**src/rtl/hh_stdp_pkg.sv**
```systemverilog
// Shared types and constants for the HH/STDP neuron pair and its observers.
package hh_stdp_pkg;

  typedef enum logic [1:0] {
    StIdle,
    StCount,
    StReport
  } state_e;

  localparam int unsigned CntWDefault = 8;
  localparam int unsigned WinWDefault = 8;

  // All-ones value of a counter of the given width, capped at 32 bits.
  function automatic logic [31:0] sat_max(input int unsigned width);
    return (width >= 32) ? 32'hFFFF_FFFF : ((32'd1 << width) - 32'd1);
  endfunction

endpackage

```
**src/rtl/sat_counter.sv**
```systemverilog
// Up-counter that sticks at its all-ones value instead of wrapping.
module sat_counter
  import hh_stdp_pkg::*;
#(
  parameter int unsigned W = CntWDefault
) (
  input  logic         clk,
  input  logic         reset,
  input  logic         clear,
  input  logic         inc,
  output logic [W-1:0] value
);

  localparam logic [W-1:0] Max = W'(sat_max(W));

  always_ff @(posedge clk) begin
    if (reset || clear) begin
      value <= '0;
    end else if (inc && (value != Max)) begin
      value <= value + W'(1);
    end
  end

endmodule

```
**src/rtl/spike_window_monitor.sv**
```systemverilog
// Counts pre, post and causal (post within LAG_WIN cycles of a pre) spikes over a
// programmable window and reports the totals on a valid/ready output.
module spike_window_monitor
  import hh_stdp_pkg::*;
#(
  parameter int unsigned WIN_W   = WinWDefault,
  parameter int unsigned CNT_W   = CntWDefault,
  parameter int unsigned LAG_WIN = 16
) (
  input  logic             clk,
  input  logic             reset,
  input  logic             spike_pre,
  input  logic             spike_post,
  input  logic             start,
  input  logic [WIN_W-1:0] window_len,
  output logic             busy,
  output logic             out_valid,
  input  logic             out_ready,
  output logic [CNT_W-1:0] rate_pre,
  output logic [CNT_W-1:0] rate_post,
  output logic [CNT_W-1:0] causal_cnt
);

  localparam int unsigned      LagW    = $clog2(LAG_WIN + 1);
  localparam logic [CNT_W-1:0] CntMax  = CNT_W'(sat_max(CNT_W));
  localparam logic [LagW-1:0]  LagLoad = LagW'(LAG_WIN);

  state_e           state_q;
  logic [WIN_W-1:0] len_q;
  logic [WIN_W-1:0] tick_q;
  logic [LagW-1:0]  lag_q;

  logic [CNT_W-1:0] pre_run, post_run, causal_run;
  logic [CNT_W-1:0] pre_fin, post_fin, causal_fin;
  logic             counting, clear_cnt, causal_hit, last_tick;

  always_comb begin
    counting   = (state_q == StCount);
    clear_cnt  = (state_q == StIdle) && start && (window_len != '0);
    causal_hit = counting && spike_post && ((lag_q != '0) || spike_pre);
    last_tick  = counting && (tick_q == len_q - WIN_W'(1));
    // Totals including the closing cycle's spikes, which the counters only see next edge.
    pre_fin    = (spike_pre && (pre_run != CntMax)) ? pre_run + CNT_W'(1) : pre_run;
    post_fin   = (spike_post && (post_run != CntMax)) ? post_run + CNT_W'(1) : post_run;
    causal_fin = (causal_hit && (causal_run != CntMax)) ? causal_run + CNT_W'(1) : causal_run;
  end

  sat_counter #(.W(CNT_W)) u_pre_cnt (
    .clk   (clk),
    .reset (reset),
    .clear (clear_cnt),
    .inc   (counting && spike_pre),
    .value (pre_run)
  );

  sat_counter #(.W(CNT_W)) u_post_cnt (
    .clk   (clk),
    .reset (reset),
    .clear (clear_cnt),
    .inc   (counting && spike_post),
    .value (post_run)
  );

  sat_counter #(.W(CNT_W)) u_causal_cnt (
    .clk   (clk),
    .reset (reset),
    .clear (clear_cnt),
    .inc   (causal_hit),
    .value (causal_run)
  );

  always_ff @(posedge clk) begin
    if (reset) begin
      state_q    <= StIdle;
      len_q      <= '0;
      tick_q     <= '0;
      lag_q      <= '0;
      busy       <= 1'b0;
      out_valid  <= 1'b0;
      rate_pre   <= '0;
      rate_post  <= '0;
      causal_cnt <= '0;
    end else begin
      case (state_q)
        StIdle: begin
          if (clear_cnt) begin
            len_q   <= window_len;
            tick_q  <= '0;
            lag_q   <= '0;
            busy    <= 1'b1;
            state_q <= StCount;
          end
        end
        StCount: begin
          if (spike_pre) begin
            lag_q <= LagLoad;
          end else if (lag_q != '0) begin
            lag_q <= lag_q - LagW'(1);
          end
          tick_q <= tick_q + WIN_W'(1);
          if (last_tick) begin
            rate_pre   <= pre_fin;
            rate_post  <= post_fin;
            causal_cnt <= causal_fin;
            out_valid  <= 1'b1;
            state_q    <= StReport;
          end
        end
        StReport: begin
          if (out_ready) begin
            out_valid <= 1'b0;
            busy      <= 1'b0;
            state_q   <= StIdle;
          end
        end
        default: state_q <= StIdle;
      endcase
    end
  end

endmodule

```
**config.mk**
```make
export PLATFORM = sky130hd
export DESIGN_NAME = spike_window_monitor
export DESIGN_NICKNAME = d
export VERILOG_FILES = /design/src/rtl/hh_stdp_pkg.sv /design/src/rtl/sat_counter.sv /design/src/rtl/spike_window_monitor.sv
export SDC_FILE = /design/constraint.sdc
export NUM_CORES = 1
export LEC_CHECK = 0
export CAP_MARGIN = 40
export CORE_ASPECT_RATIO = 0.8
export CORE_UTILIZATION = 45
export DETAILED_ROUTE_END_ITERATION = 16
export DONT_BUFFER_PORTS = 1
export PLACE_DENSITY = 0.67
export SYNTH_ARGS = -nofsm -noshare
export SYNTH_HDL_FRONTEND = slang
export SYNTH_HIERARCHICAL = 1
export SYNTH_SLANG_ARGS = --single-unit
```
**constraint.sdc**
```tcl
create_clock -name clk -period 3.5 [get_ports clk]
set_clock_uncertainty 0.05 [all_clocks]
set_input_delay 0.7 -clock clk [delete_from_list [all_inputs] [get_ports clk]]
set_output_delay 0.7 -clock clk [all_outputs]
set_load 0.02 [all_outputs]
```
== Word-level counts from Yosys, hierarchy flattened ==
Index checks and enable logic that the tools add are counted.
Storage, ports and cells
  input port bits: 14
  flip-flop bits (word level): 73
  output and inout port bits: 26
  logic and storage cells: 72
Cells by class
  equality and inequality tests: 10
  add/sub/neg operators: 6
  reduce and logical (&&, ||, !) cells: 26
  muxes and demuxes: 18
Operators with widths (count)
  $add 8x1->8 const B: 4
  $mux 8: 4
  $ne 8x8->1 const B: 3
  $pmux 8 s2: 1
  $mux 5: 3
  $reduce_and 3->1: 4
  $logic_and 1x1->1: 11
  $pmux 5 s2: 1
  $eq 8x8->1: 1
  $reduce_bool 8->1: 1
  $sub 8x1->8 const B: 1
  $mux 2: 3
  $pmux 2 s3: 1
  $reduce_and 2->1: 3
  $reduce_bool 2->1: 3
  $reduce_bool 5->1: 1
  $sub 5x1->5 const B: 1
  $ne 2x1->1 const B: 2
  $pmux 1 s2: 2
  $mux 1: 3
  $ne 3x2->1 const B: 1
  $eq 2x1->1 const B: 1
  $eq 2x2->1 const B: 1
  $logic_not 2->1: 1
  2 further kinds: 3

== Depth between registers and ports, before layout ==
  depth in word-level cells: 5
  mapped depth: 9
  depth with buffers taken out: 7

== Modules after synthesis ==
The synthesis kept the hierarchy.
Modules (own cells, without submodules)
  spike_window_monitor: area each 3042.9 um2, cells an instance 350, sequential area each 980.9 um2, times used 1
  sat_counter: area each 421.7 um2, cells an instance 48, sequential area each 160.2 um2, times used 3

== Worst setup path after synthesis ==
No wires, ideal clock.
  path kind: in2reg
  from: input window_len[0]
  to: register u_causal_cnt.value[5]
  stages on the path: 5
  path buffers: 1
  setup slack: 931 ps
  data required time: 3334 ps
  library setup time: 116 ps
  arrival time: 2403 ps
  cells stage by stage: nor4_1 > a2111oi_4 > clkbuf_1 > nor2_1 > and3b_1
Between the ends
  word-level cells in the longest chain between the ends: 3
RTL lines
  from (decl): line spike_window_monitor.sv:15  | input logic [WIN_W-1:0] window_len,
  $reduce_bool 8->1: line spike_window_monitor.sv:39  | clear_cnt = (state_q == StIdle) && start && (window_len != '0);
  $logic_and 1x1->1: line spike_window_monitor.sv:39
  named net clear_cnt: line spike_window_monitor.sv:35  | logic counting, clear_cnt, causal_hit, last_tick;
  $logic_or 1x1->1: line sat_counter.sv:17  | if (reset || clear) begin
  to (signal assigned): line sat_counter.sv:20  | value <= value + W'(1);
  to (decl): line sat_counter.sv:11  | output logic [W-1:0] value
The timed path passes the listed nets, and every way through them passes these cells.
A chain may end at the register's enable or synchronous reset.

== Final worst setup path ==
  from: register len_q[0]
  to: register rate_pre[0]
Between the ends
  word-level cells in the longest chain between the ends: 4
RTL lines
  from (decl): line spike_window_monitor.sv:29  | logic [WIN_W-1:0] len_q;
  from (signal assigned): line spike_window_monitor.sv:87  | len_q <= window_len;
  $sub 8x1->8: line spike_window_monitor.sv:41  | last_tick = counting && (tick_q == len_q - WIN_W'(1));
  $eq 8x8->1: line spike_window_monitor.sv:41
  $logic_and 1x1->1: line spike_window_monitor.sv:41
  $reduce_and 2->1 (no source line)
  to (signal assigned): line spike_window_monitor.sv:102  | rate_pre <= pre_fin;
  to (decl): line spike_window_monitor.sv:19  | output logic [CNT_W-1:0] rate_pre,
No other way between the ends.

==> metrics.md <==
| Metric | Value |
|---|---|
| First-pass iteration count of the detailed router | 10 |
| Number of nets produced by synthesis | ~520 |
| Fmax achieved | 345.0 MHz |
| Via count of the first global-routing pass | ~3300 |
| Reg power frac | 0.433 |
| CP startpoint kind | register |
| Buffers and inverters on the worst path | 2 |
| Number of sinks on the clock net | 73 |
| Synthesis-to-finish area growth | 8.278% |
| Initial Util | 0.4706 |
| Pin count of the biggest net entering global routing | just under 80 |
| Clock latency on the worst-skew pair | roughly 0.34 ns |
| MaxCap Viol Count | 0 |
| TritonCTS clock tree | yes |
| Die Outline Area | approximately 10000 um2 |
| Leading register cell type out of synthesis | sky130_fd_sc_hd__dfxtp_1 |
| Number of pins with negative max-slew slack in the final report | 0 |
| Count of synthesis-stage warnings from yosys | 6 |
| Run status | finished, violations left |
| Top layer in use | met4 |
| Final Net Count | approximately 510 |
| Largest vdd supply drop | ~0.00025 V |
| Detail Route met3 WL | ~480 um |
| Post-CTS setup buffer count | 0 |
| Max H-tree Level | 3 |
| Total inserted antenna cells | 0 |
| Worst min path class | input port to register |
| Crit. End Element | register |
| Wire per inst | between 15 and 20 um |
| Sw Pwr | between 0.4 and 0.5 mW |
| Pint | ~1.5 mW |
| Met2 layer wire length in the routed design | 4475 um |
| Commonest non-fill, non-tap cell in the layout | sky130_fd_sc_hd__dfxtp_1 |
| Post-detailed-placement half-perimeter wirelength | slightly below 7000 um |
| Die height | around 90 um |
| Worst hold slack | roughly 0.38 ns |
| FP Rows | 31 |
| Class of the most critical setup path | register to register |
| Most frequent cells in the layout | sky130_fd_sc_hd__dfxtp_1 (73), sky130_fd_sc_hd__nor2_1 (44), sky130_fd_sc_hd__nand2_1 (42) |
| Placer congestion estimate | 0.8215 |
| Switching Share | 0.2379 |
| 1st-iter DRT viols | 190 |
| Post-Syn Area | 4308 um2 |
| Minimum clock period | just under 3 ns |
| WP data required | 3.67 ns |
| Flops & latches, synth | between 70 and 80 |
| Average instance area after synthesis | roughly 8.7 um2 |
| Cell at the root of the clock tree | sky130_fd_sc_hd__clkbuf_16 |
| Clock power share | 0.489 |
| Power density over the cells | about 430 nW/um2 |
| Actual transition at the worst max-transition pin | roughly 0.64 ns |
| Fraction of registers with async set or reset after synthesis | 0 |
| M1 WL | approximately 4700 um |
| Average vias per placed instance | approximately 5.9 |
| Portion of the clock cycle consumed by the worst path in the final layout | 0.8283 |
| Unrepaired setup endpoints after global routing | false |
| Internal reg-to-reg setup slack | between 0.6 and 0.7 ns |
| Count of cell types in the netlist | 63 |
| Via count | 3592 |
| Fraction of final layout cells sized beyond drive strength 1 | 0.1143 |
| Violated checks | design-rule violations |
| Clk buf depth | 2 |
| Part of the total power dissipated in combinational logic | 0.078 |
| DRT Wirelength | 9797 um |
| Cells along the critical path | inv_1 -> ha_1 -> or3b_1 -> o31a_1 -> o2111ai_1 -> a2111o_1 -> buf_4 -> mux2_2 |
| Slowest cell delay on critical path | between 0.4 and 0.5 ns |
| Cell family with most CP delay | compound AO/OA/AOI/OAI gates |
| Die X | 111.4 um |
| DRC | 4 |
| Cts repair resizes | 0 |
| Setup Viol. Count Final | 0 |
| Cts-stage hold buffer count | 0 |
| Final Hold Vio Count | 0 |
| Post-DRT Antenna Nets | 0 |
| Clock transition at path regs | approximately 0.060 ns |
| Worst Path Max Fanout | 18 |
| Wire length of the first global-routing pass | 15940 um |
| Area inside the core boundary | just over 9000 um2 |
| Endpoint arrival time on the critical path | a little over 3 ns |
| CP max stage cell | sky130_fd_sc_hd__a2111o_1 |
| Top-level port count | 40 |
| TritonCTS Buffers | 9 |
| Setup TNS | 0 ns |
| Worst slew margin | 0.5716 |
| Number of antenna violations at the first check in global routing | 0 |
| Total congestion overflow after global routing | 0 |
| Number of cells produced by synthesis | 494 |
| Leakage | 1.822 nW |
| Register area share after synthesis | 0.3392 |
| Number of buffers inserted by port buffering | 0 |
| Number of synthesized flops with an enable pin | 0 |
| GRT Total Usage | 0.2037 |
layout make-up:
class,instances,area (um2)
clock inverter,7,95.09
timing repair buffer,2,15.01
sequential,73,1461
clock buffer,9,225.2
multi-input combinational,386,2675
tap,115,143.9
fill,865,4489
inverter,13,48.80
logic make-up (layout without fill, tap and decap cells):
family          Yosys count  in the layout  share of synthesized area
flops                    73             73                     0.3392
buf+inv                  35             31                    0.03979
mux                      46             46                     0.1229
compound gates           89             89                     0.1394
simple gates            222            222                     0.2910
xor+xnor                 19             19                    0.03863
fa+ha+maj                10             10                    0.02904
Yosys cell counts, types with 8 or more instances:
cell	n	share of area
sky130_fd_sc_hd__or4_1	8	0.014
sky130_fd_sc_hd__dfxtp_1	73	0.34
sky130_fd_sc_hd__nor2_1	44	0.038
sky130_fd_sc_hd__or3_1	9	0.013
sky130_fd_sc_hd__ha_1	10	0.029
sky130_fd_sc_hd__clkbuf_1	15	0.013
sky130_fd_sc_hd__mux2i_1	27	0.063
sky130_fd_sc_hd__and3_1	14	0.020
sky130_fd_sc_hd__a21oi_1	39	0.045
sky130_fd_sc_hd__xor2_1	12	0.024
sky130_fd_sc_hd__mux2_4	12	0.042
sky130_fd_sc_hd__nor4_1	8	0.012
sky130_fd_sc_hd__inv_1	13	0.011
sky130_fd_sc_hd__o21ai_0	13	0.015
sky130_fd_sc_hd__nor2b_1	19	0.028
sky130_fd_sc_hd__nand2_1	42	0.037
sky130_fd_sc_hd__nand3_1	9	0.010
sky130_fd_sc_hd__nand4_1	16	0.023
stage by stage:
step	std cells	setup WS, ns	instance area [um2]	util	power (mW)
after floorplan	494	0.9312	4308	-	1.023
after global placement	589	0.6616	4344	0.4746	1.042
after detailed placement	589	0.5905	4344	0.4746	1.047
after CTS	605	0.5787	4664	0.5096	2.041
after global routing	605	0.4557	4664	0.5096	2.096
final	605	0.6011	4664	0.5096	2.018
state kept, by name, summed over array words and instances, names as in the netlist:
register	cells
len_q	8
rate_pre	8
rate_post	8
state_q	2
causal_cnt	8
u_causal_cnt/value	8
lag_q	5
busy	1
out_valid	1
u_post_cnt/value	8
u_pre_cnt/value	8
tick_q	8
power groups by stage:
stage	logic, mW	registers (mW)	clock network, mW
floorplan	0.141	0.882	0
global placement	0.152	0.889	0
detailed placement	0.157	0.890	0
CTS	0.158	0.872	1.01
global route	0.178	0.875	1.04
finish	0.157	0.873	0.988
worst paths after layout:
path | from | to | cells after the start
setup / recovery | len_q[0] | rate_pre[0] | 8
hold / removal | reset | tick_q[6] | 1
hold reg to reg | lag_q[1] | lag_q[1] | 2
setup reg to reg | len_q[0] | rate_pre[0] | 8
layer usage:
metal / up-vias / GRT usage
met5: - / 0
met4: 0 / 0.08722
met3: 15 / 0.05763
met2: 80 / 0.3335
met1: 1701 / 0.2552
li1: 1796 / -
Note: power is estimated with default switching activity, not from simulation.
